===== src/rtl/mdu_pkg.sv =====
// Shared types for the iterative multiply/divide unit: op codes, FSM states, iteration count.
package mdu_pkg;

  localparam int ITER_COUNT = 32;

  typedef enum logic [2:0] {
    OP_MULT  = 3'd0,
    OP_MULTU = 3'd1,
    OP_DIV   = 3'd2,
    OP_DIVU  = 3'd3,
    OP_MTHI  = 3'd4,
    OP_MTLO  = 3'd5
  } mdu_op_e;

  typedef enum logic [1:0] {
    ST_IDLE,
    ST_MUL,
    ST_DIV,
    ST_FIX
  } mdu_state_e;

endpackage


===== src/rtl/mdu_iter_if.sv =====
// Request/result bundle between the issue logic (master) and the multiply/divide unit (slave).
interface mdu_iter_if #(
  parameter int WIDTH = 32
);
  logic             start;
  logic [2:0]       op;
  logic [WIDTH-1:0] rs_val;
  logic [WIDTH-1:0] rt_val;
  logic             busy;
  logic             done;
  logic [WIDTH-1:0] hi;
  logic [WIDTH-1:0] lo;
  logic             div_by_zero;

  modport master (
    output start, op, rs_val, rt_val,
    input  busy, done, hi, lo, div_by_zero
  );

  modport slave (
    input  start, op, rs_val, rt_val,
    output busy, done, hi, lo, div_by_zero
  );
endinterface


===== src/rtl/mdu_div_core.sv =====
// One restoring-division step on unsigned magnitudes (built only with MDU_ITER_DIV_EN).
// Purely combinational, zero latency; the caller registers rem/quo each cycle.
module mdu_div_core #(
  parameter int WIDTH = 32
) (
  input  logic [WIDTH-1:0] rem,
  input  logic [WIDTH-1:0] quo,
  input  logic [WIDTH-1:0] divisor,
  output logic [WIDTH-1:0] rem_nxt,
  output logic [WIDTH-1:0] quo_nxt
);
  logic [WIDTH:0] shifted;
  logic [WIDTH:0] diff;

  // rem < divisor always holds, so the shifted value fits in WIDTH+1 bits
  assign shifted = {rem, quo[WIDTH-1]};
  assign diff    = shifted - {1'b0, divisor};
  assign rem_nxt = diff[WIDTH] ? shifted[WIDTH-1:0] : diff[WIDTH-1:0];
  assign quo_nxt = {quo[WIDTH-2:0], ~diff[WIDTH]};
endmodule


===== src/rtl/mdu_iter.sv =====
// Iterative MULT/MULTU/MTHI/MTLO with HI/LO; DIV/DIVU only when MDU_ITER_DIV_EN is defined.
// Iterative ops post results 34 cycles after accept; start is dropped (never queued) while busy.
module mdu_iter #(
  parameter int WIDTH = 32
) (
  input logic       clk,
  input logic       reset,
  mdu_iter_if.slave bus
);
  import mdu_pkg::*;

  mdu_state_e       state;
  mdu_op_e          op_q;
  logic [4:0]       cnt;
  logic [WIDTH-1:0] opnd;
  logic [WIDTH-1:0] acc_hi;
  logic [WIDTH-1:0] acc_lo;
  logic [WIDTH-1:0] fix_hi;
  logic [WIDTH-1:0] fix_lo;
  logic [WIDTH-1:0] mag_rs;
  logic [WIDTH-1:0] mag_rt;
  logic             sign_a;
  logic             sign_b;
  logic             op_signed;
  logic             is_div;
  logic [WIDTH:0]   mul_sum;

  assign op_signed = (bus.op == OP_MULT) || (bus.op == OP_DIV);
  assign mag_rs    = (op_signed && bus.rs_val[WIDTH-1]) ? -bus.rs_val : bus.rs_val;
  assign mag_rt    = (op_signed && bus.rt_val[WIDTH-1]) ? -bus.rt_val : bus.rt_val;
  assign mul_sum   = {1'b0, acc_hi} + (acc_lo[0] ? {1'b0, opnd} : '0);

`ifdef MDU_ITER_DIV_EN
  logic [WIDTH-1:0] rem_nxt;
  logic [WIDTH-1:0] quo_nxt;

  assign is_div = (op_q == OP_DIV) || (op_q == OP_DIVU);

  mdu_div_core #(.WIDTH(WIDTH)) u_div_core (
    .rem     (acc_hi),
    .quo     (acc_lo),
    .divisor (opnd),
    .rem_nxt (rem_nxt),
    .quo_nxt (quo_nxt)
  );

  always_ff @(posedge clk) begin
    if (!reset) begin
      bus.div_by_zero <= 1'b0;
    end else begin
      bus.div_by_zero <= (state == ST_IDLE) && bus.start && (bus.rt_val == '0) &&
                         ((bus.op == OP_DIV) || (bus.op == OP_DIVU));
    end
  end
`else
  assign is_div          = 1'b0;
  assign bus.div_by_zero = 1'b0;
`endif

  // Remainder follows the dividend sign; quotient is negated when operand signs differ
  always_comb begin
    fix_hi = acc_hi;
    fix_lo = acc_lo;
    if (is_div) begin
      if (sign_a ^ sign_b) fix_lo = -acc_lo;
      if (sign_a)          fix_hi = -acc_hi;
    end else if ((op_q == OP_MULT) && (sign_a ^ sign_b)) begin
      {fix_hi, fix_lo} = -{acc_hi, acc_lo};
    end
  end

  always_ff @(posedge clk) begin
    if (!reset) begin
      state    <= ST_IDLE;
      op_q     <= OP_MULT;
      cnt      <= '0;
      opnd     <= '0;
      acc_hi   <= '0;
      acc_lo   <= '0;
      sign_a   <= 1'b0;
      sign_b   <= 1'b0;
      bus.busy <= 1'b0;
      bus.done <= 1'b0;
      bus.hi   <= '0;
      bus.lo   <= '0;
    end else begin
      bus.done <= 1'b0;
      case (state)
        ST_IDLE: begin
          if (bus.start) begin
            case (bus.op)
              OP_MTHI: begin
                bus.hi   <= bus.rs_val;
                bus.done <= 1'b1;
              end
              OP_MTLO: begin
                bus.lo   <= bus.rs_val;
                bus.done <= 1'b1;
              end
              OP_MULT, OP_MULTU: begin
                op_q     <= mdu_op_e'(bus.op);
                sign_a   <= op_signed & bus.rs_val[WIDTH-1];
                sign_b   <= op_signed & bus.rt_val[WIDTH-1];
                opnd     <= mag_rs;
                acc_hi   <= '0;
                acc_lo   <= mag_rt;
                cnt      <= '0;
                bus.busy <= 1'b1;
                state    <= ST_MUL;
              end
`ifdef MDU_ITER_DIV_EN
              OP_DIV, OP_DIVU: begin
                if (bus.rt_val == '0) begin
                  bus.hi   <= bus.rs_val;
                  bus.lo   <= '1;
                  bus.done <= 1'b1;
                end else begin
                  op_q     <= mdu_op_e'(bus.op);
                  sign_a   <= op_signed & bus.rs_val[WIDTH-1];
                  sign_b   <= op_signed & bus.rt_val[WIDTH-1];
                  opnd     <= mag_rt;
                  acc_hi   <= '0;
                  acc_lo   <= mag_rs;
                  cnt      <= '0;
                  bus.busy <= 1'b1;
                  state    <= ST_DIV;
                end
              end
`endif
              default: ;
            endcase
          end
        end
        ST_MUL: begin
          {acc_hi, acc_lo} <= {mul_sum, acc_lo[WIDTH-1:1]};
          cnt              <= cnt + 1'b1;
          if (cnt == 5'(ITER_COUNT - 1)) state <= ST_FIX;
        end
`ifdef MDU_ITER_DIV_EN
        ST_DIV: begin
          acc_hi <= rem_nxt;
          acc_lo <= quo_nxt;
          cnt    <= cnt + 1'b1;
          if (cnt == 5'(ITER_COUNT - 1)) state <= ST_FIX;
        end
`endif
        ST_FIX: begin
          bus.hi   <= fix_hi;
          bus.lo   <= fix_lo;
          bus.done <= 1'b1;
          bus.busy <= 1'b0;
          state    <= ST_IDLE;
        end
        default: state <= ST_IDLE;
      endcase
    end
  end
endmodule


===== src/flat_wrapper.sv =====
// flat-port wrapper written by rule: the top's interface ports become plain ports
module mdu_iter_flat import mdu_pkg::*;
#(
  parameter int WIDTH = 32
)
  (clk, reset, bus_start, bus_op, bus_rs_val, bus_rt_val, bus_busy, bus_done, bus_hi, bus_lo, bus_div_by_zero);
  mdu_iter_if #(.WIDTH(WIDTH)) bus_i ();
  input logic clk;
  input logic reset;
  input wire logic [$bits(bus_i.start)-1:0] bus_start;
  input wire logic [$bits(bus_i.op)-1:0] bus_op;
  input wire logic [$bits(bus_i.rs_val)-1:0] bus_rs_val;
  input wire logic [$bits(bus_i.rt_val)-1:0] bus_rt_val;
  output wire logic [$bits(bus_i.busy)-1:0] bus_busy;
  output wire logic [$bits(bus_i.done)-1:0] bus_done;
  output wire logic [$bits(bus_i.hi)-1:0] bus_hi;
  output wire logic [$bits(bus_i.lo)-1:0] bus_lo;
  output wire logic [$bits(bus_i.div_by_zero)-1:0] bus_div_by_zero;
  assign bus_i.start = bus_start;
  assign bus_i.op = bus_op;
  assign bus_i.rs_val = bus_rs_val;
  assign bus_i.rt_val = bus_rt_val;
  assign bus_busy = bus_i.busy;
  assign bus_done = bus_i.done;
  assign bus_hi = bus_i.hi;
  assign bus_lo = bus_i.lo;
  assign bus_div_by_zero = bus_i.div_by_zero;
  mdu_iter #(.WIDTH(WIDTH)) u_core (.clk(clk), .reset(reset), .bus(bus_i));
endmodule

===== config.mk =====
export PLATFORM = sky130hd
export DESIGN_NAME = mdu_iter_flat
export DESIGN_NICKNAME = d
export VERILOG_FILES = /design/src/rtl/mdu_pkg.sv /design/src/rtl/mdu_iter_if.sv /design/src/rtl/mdu_div_core.sv /design/src/rtl/mdu_iter.sv /design/src/flat_wrapper.sv
export SDC_FILE = /design/constraint.sdc
export NUM_CORES = 1
export LEC_CHECK = 0
export BUFFER_PORTS_ARGS = -buffer_cell sky130_fd_sc_hd__buf_2
export CORE_ASPECT_RATIO = 0.8
export CORE_MARGIN = 2
export CORE_UTILIZATION = 60
export DETAILED_ROUTE_END_ITERATION = 7
export PLACE_DENSITY = 0.82
export REMOVE_ABC_BUFFERS = 1
export SYNTH_ARGS = -nofsm -noshare
export SYNTH_HDL_FRONTEND = slang
export SYNTH_SLANG_ARGS = --single-unit

===== constraint.sdc =====
create_clock -name clk -period 4 [get_ports clk]
set_clock_uncertainty 0.2 [all_clocks]
set_input_delay 0.2 -clock clk [delete_from_list [all_inputs] [get_ports clk]]
set_output_delay 0.2 -clock clk [all_outputs]
set_load 0.05 [all_outputs]

After elaboration in Yosys (flattened, before gate mapping)
Index checks and enable logic that the tools add are counted.
{"block": "totals", "regBits": 174, "output_inout_bits": 67}
{"block": "classes", "mux": 30, "reduce_logical": 17, "n_addsub": 5, "eq_ne": 12, "bitwise_logic": 3}
{"operator": "$mux 32", "n": 13}
{"operator": "$pmux 32 s2", "n": 4}
{"operator": "$neg 32->32", "n": 2}
{"operator": "$neg 64->64", "n": 1}
{"operator": "$add 32x33->33", "n": 1}
{"operator": "$reduce_and 3->1", "n": 6}
{"operator": "$mux 5", "n": 2}
{"operator": "$pmux 5 s2", "n": 1}
{"operator": "$ne 2x2->1 const B", "n": 4}
{"operator": "$eq 3x3->1 const B", "n": 2}
{"operator": "$logic_not 3->1", "n": 2}
{"operator": "$mux 2", "n": 3}
{"operator": "$add 5x1->5 const B", "n": 1}
{"operator": "$eq 5x5->1 const B", "n": 1}
{"operator": "$mux 1", "n": 4}
{"operator": "$pmux 1 s2", "n": 2}
{"operator": "$pmux 2 s2", "n": 1}
{"operator": "$reduce_bool 2->1", "n": 2}
{"operator": "$reduce_or 2->1", "n": 2}
{"operator": "$eq 3x1->1 const B", "n": 1}
{"operator": "$eq 3x2->1 const B", "n": 1}
{"operator": "$logic_and 1x1->1", "n": 3}
{"operator": "$and 1x1->1", "n": 2}
{"operator": "$eq 2x1->1 const B", "n": 1}
{"operator": "other kinds (5)", "n": 5}

Longest topological paths before layout
{"block": "depth", "ltp_word": 7, "depth_mapped": 12}

Least setup slack after synthesis
OpenSTA, ideal clock, no wires.
{"block": "synth_timing", "kind": "register to register", "from": "register u_core.acc_lo[0]", "to": "register u_core.acc_hi[27]", "t_required_ns": 3.740, "arrival_ns": 2.915, "stages_incl_launch_ff": 13, "setup_slack_ns": 0.826, "setup_time_ns": 0.060, "synth_period_minus_slack_ns": 3.174, "cell_sequence": "dfxtp_1 clkbuf_1 clkbuf_1 and2_1 ha_1 clkbuf_1 and2_1 a221oi_1 o21ai_0 o211a_1 o31ai_1 mux2_2 nand2_1"}
{"block": "synth_via", "elab_chain_len": 3}
{"item": "start: declaration", "line_no": "mdu_iter.sv:17", "text": "logic [WIDTH-1:0] acc_lo;"}
{"item": "start signal: assignment", "line_no": "mdu_iter.sv:106", "text": "acc_lo <= mag_rt;"}
{"item": "start signal: assignment", "line_no": "mdu_iter.sv:135", "text": "{acc_hi, acc_lo} <= {mul_sum, acc_lo[WIDTH-1:1]};"}
{"item": "$mux 32", "line_no": "mdu_iter.sv:31", "text": "assign mul_sum = {1'b0, acc_hi} + (acc_lo[0] ? {1'b0, opnd} : '0);"}
{"item": "$add 32x33->33", "line_no": "mdu_iter.sv:31"}
{"item": "$pmux 32 s2", "line_no": "mdu_iter.sv:88", "text": "case (state)"}
{"item": "end signal: assignment", "line_no": "mdu_iter.sv:135"}
{"item": "end: declaration", "line_no": "mdu_iter.sv:16", "text": "logic [WIDTH-1:0] acc_hi;"}
Every way passes these cells.
A chain may end at the register's enable or synchronous reset.

Worst setup path in the final report
{"block": "layout_timing", "from": "register u_core.acc_lo[0]", "to": "register u_core.acc_hi[29]"}
The elaborated chain is that of the path after synthesis.

==> metrics.txt <==
Initial DRT Pass Iterations=6; Area Overhead vs Synth=16.1%; CTS Root Cell=clkbuf_16; ANT cells=0; final cycle utilization of the critical path=86.0%; Yosys cell types=73; vias=12744; cts repair resizes=0; first-pass GRT wire length=60500 µm; Syn Area/Cell=7.38 µm²; MaxCap Viol Count=0; H-tree depth=4; IO buf count=135; DR WL/cell=19.5 µm; Crit. Startpoint=u_core.acc_lo[0]; Hold Crit Start=bus_rt_val[4]; CP Launch Type=register; Max transition margin=5.90%; commonest non-fill, non-tap cells in the layout=178 x nand2_1, 176 x nor2_1, 174 x dfxtp_1; Clk Latency, worst-skew pair=0.43 ns; PD cells=338 nW/µm²; Crit path required time=4.18 ns; Clock transition at path regs=0.07 ns; gate count of the mapped netlist=1576; worst min path class=input pin to register; Die X-Extent=160 µm; CTS Sinks=174; Detailed Route Iter0 Violations=1565; total core area=19000 µm²; Layout Cells excl Fill=1963; Synth warnings=0; post-synthesis sequential area ratio=30.0%; I/O pin total=137; critical path's top delay family=compound AO/OA/AOI/OAI gates; Top FF cell, synth=dfxtp_1; DRC viols=0; Non-Filler Cell Area, Final=13500 µm²; Die ar.=20500 µm²; Yosys top cell by area=dfxtp_1; EDFF count, synth=0; hold_buf cts=44; final setup fails=0; largest net degree at the start of global routing=89; initial antenna violation count=0; r2r worst-path depth=10; CTS tree=done; GP Congestion=0.937; post-DP HPWL=27300 µm; final WL=38200 µm; Hold WS=0.000777 ns; worst endpoint data arrival time=3.62 ns; Leak=5.42 nW; max-slew violation count=0; CP max FO=23; Fin Setup TNS=0 ns; leading cell type in the layout, fill and taps excluded=nand2_1; worst slew pin tran=1.40 ns; Synth Register Bits=174; RR Startpoint=u_core.acc_lo[0]; critical path depth=10; Final Net Count=1806; FF-to-FF setup slack=0.56 ns; Die Y=129 µm; num rows=45; Max rail drop VDD=0.256 mV; share of cells above drive strength 1=12.3%; Vias/cell=6.49; Max stage delay cell, worst path=dfxtp_1; pre-CTS WS=0.664 ns; RSZ-0062 raised after global routing=no; CP max stage delay=0.62 ns; Initial Utilization=61.3%; crit path capture=u_core.acc_hi[29]; fmax=291 MHz; GRT Util Overall=36.5%; Critical path buffers and inverters=1; Synth top area share=30.0%; dpl cell area=12500 µm²; DP Cell Count=1890; worst setup margin=0.558 ns; cell area after synthesis=11600 µm²; WS Path Type=register to register; number of setup buffers added after CTS=0; Routed Antenna Nets=0; r2r endpoint=u_core.acc_hi[29]; CTS max path bufs=2; Final Critical Period=3.44 ns; CP Capture Type=register; grt ovf=0; Num CTS Buffers=17; ys async rst share=0%; status=finished, final reports clean; vias in the first global route=11423; Area contributors post-synth=dfxtp_1 30%, a21oi_1 7.1%, nand2_1 5.7%; CP cell instances=buf_4 > and2_1 > ha_1 > a21o_1 > a211oi_1 > nand2_1 > a31oi_1 > o31ai_1 > a211o_1 > nand3_1; Hold Vio Cnt, Final=0
[flip-flops by register name, summed over array words and instances (netlist names)]
register	flops
u_core.sign_b	1
u_core.opnd	32
u_core.acc_lo	32
u_core.state	2
u_core.acc_hi	32
u_core.bus.lo	32
u_core.sign_a	1
u_core.cnt	5
u_core.bus.busy	1
u_core.op_q	3
u_core.bus.hi	32
u_core.bus.done	1
[synth_stat cells, drive strengths merged, types with 8 or more instances]
cell type and count:
clkbuf 97, o41ai 12, a211oi 34, o31ai 23, o211ai 24, a211o 8
a311oi 8, xor2 53, buf 8, ha 40, nor2 177, nor4 26
nand3 39, inv 29, nor3 35, nand4 16, nand2 178, a21oi 166
or3 19, nand2b 15, o21ai 110, o22ai 9, a31oi 26, mux2i 10
and2 38, a21o 14, dfxtp 174, a221oi 8, xnor2 75, and3 20
o21bai 9, a22oi 16
[layer usage]
metal | global-route usage, % | wire [µm] | part of all wire, % | vias up
met5 | 0 | 0 | 0 | -
met4 | 11.1 | 945 | 2.5 | 0
met3 | 8.25 | 4400 | 12 | 96
met2 | 57.8 | 16700 | 44 | 803
met1 | 49.9 | 16100 | 42 | 5925
li1 | - | - | - | 5920
[worst min path at each step]
stage                        endpoint  slack, ns  cells after the start
floorplan           u_core.bus.hi[24]       0.13                      1
global placement      u_core.opnd[30]       0.24                      2
detailed placement    u_core.opnd[27]       0.24                      2
CTS                  u_core.acc_lo[4]      0.002                      4
global route          u_core.opnd[10]       0.02                      4
finish               u_core.acc_lo[4]     0.0008                      4
[power breakdown]
part / switching, W / internal, W
Combinational: 0.000649 / 0.000314
Sequential: 0.0000692 / 0.00180
Clock: 0.000714 / 0.00103
[worst min-delay path, cell delays in order]
cell and delay (ns):
buf_2 0.09, xor2_1 0.06, o211ai_1 0.16, a21oi_1 0.07
[layout make-up]
| class | instances | area, µm² |
|---|---|---|
| Multi-Input combinational cell | 1266 | 7660 |
| Fill cell | 1602 | 5470 |
| Inverter | 31 | 118 |
| Clock buffer | 20 | 467 |
| Tap cell | 258 | 323 |
| Timing Repair Buffer | 205 | 1310 |
| Sequential cell | 174 | 3480 |
| Clock inverter | 9 | 136 |
[per-stage QoR]
| step | utilization [%] | power (W) |
|---|---|---|
| after floorplan | - | 0.00248 |
| after global placement | 65.7 | 0.00277 |
| after detailed placement | 65.7 | 0.00279 |
| after CTS | 71.2 | 0.00454 |
| after global routing | 71.2 | 0.00472 |
| final | 71.2 | 0.00457 |
[cell families (layout without fill, tap and decap cells)]
kind of cell	after synthesis	count (layout)	share of synthesized area (%)
AO/OA/AOI/OAI	497	497	26.5
XOR/XNOR	128	128	9.64
adder cells (fa/ha/maj)	41	41	4.48
buffers and inverters	136	265	4.55
flip-flops	174	174	30.0
multiplexers	11	11	0.958
other	1	1	0.0323
AND/OR/NAND/NOR	588	588	23.9
(Power assumes the default switching activity.)
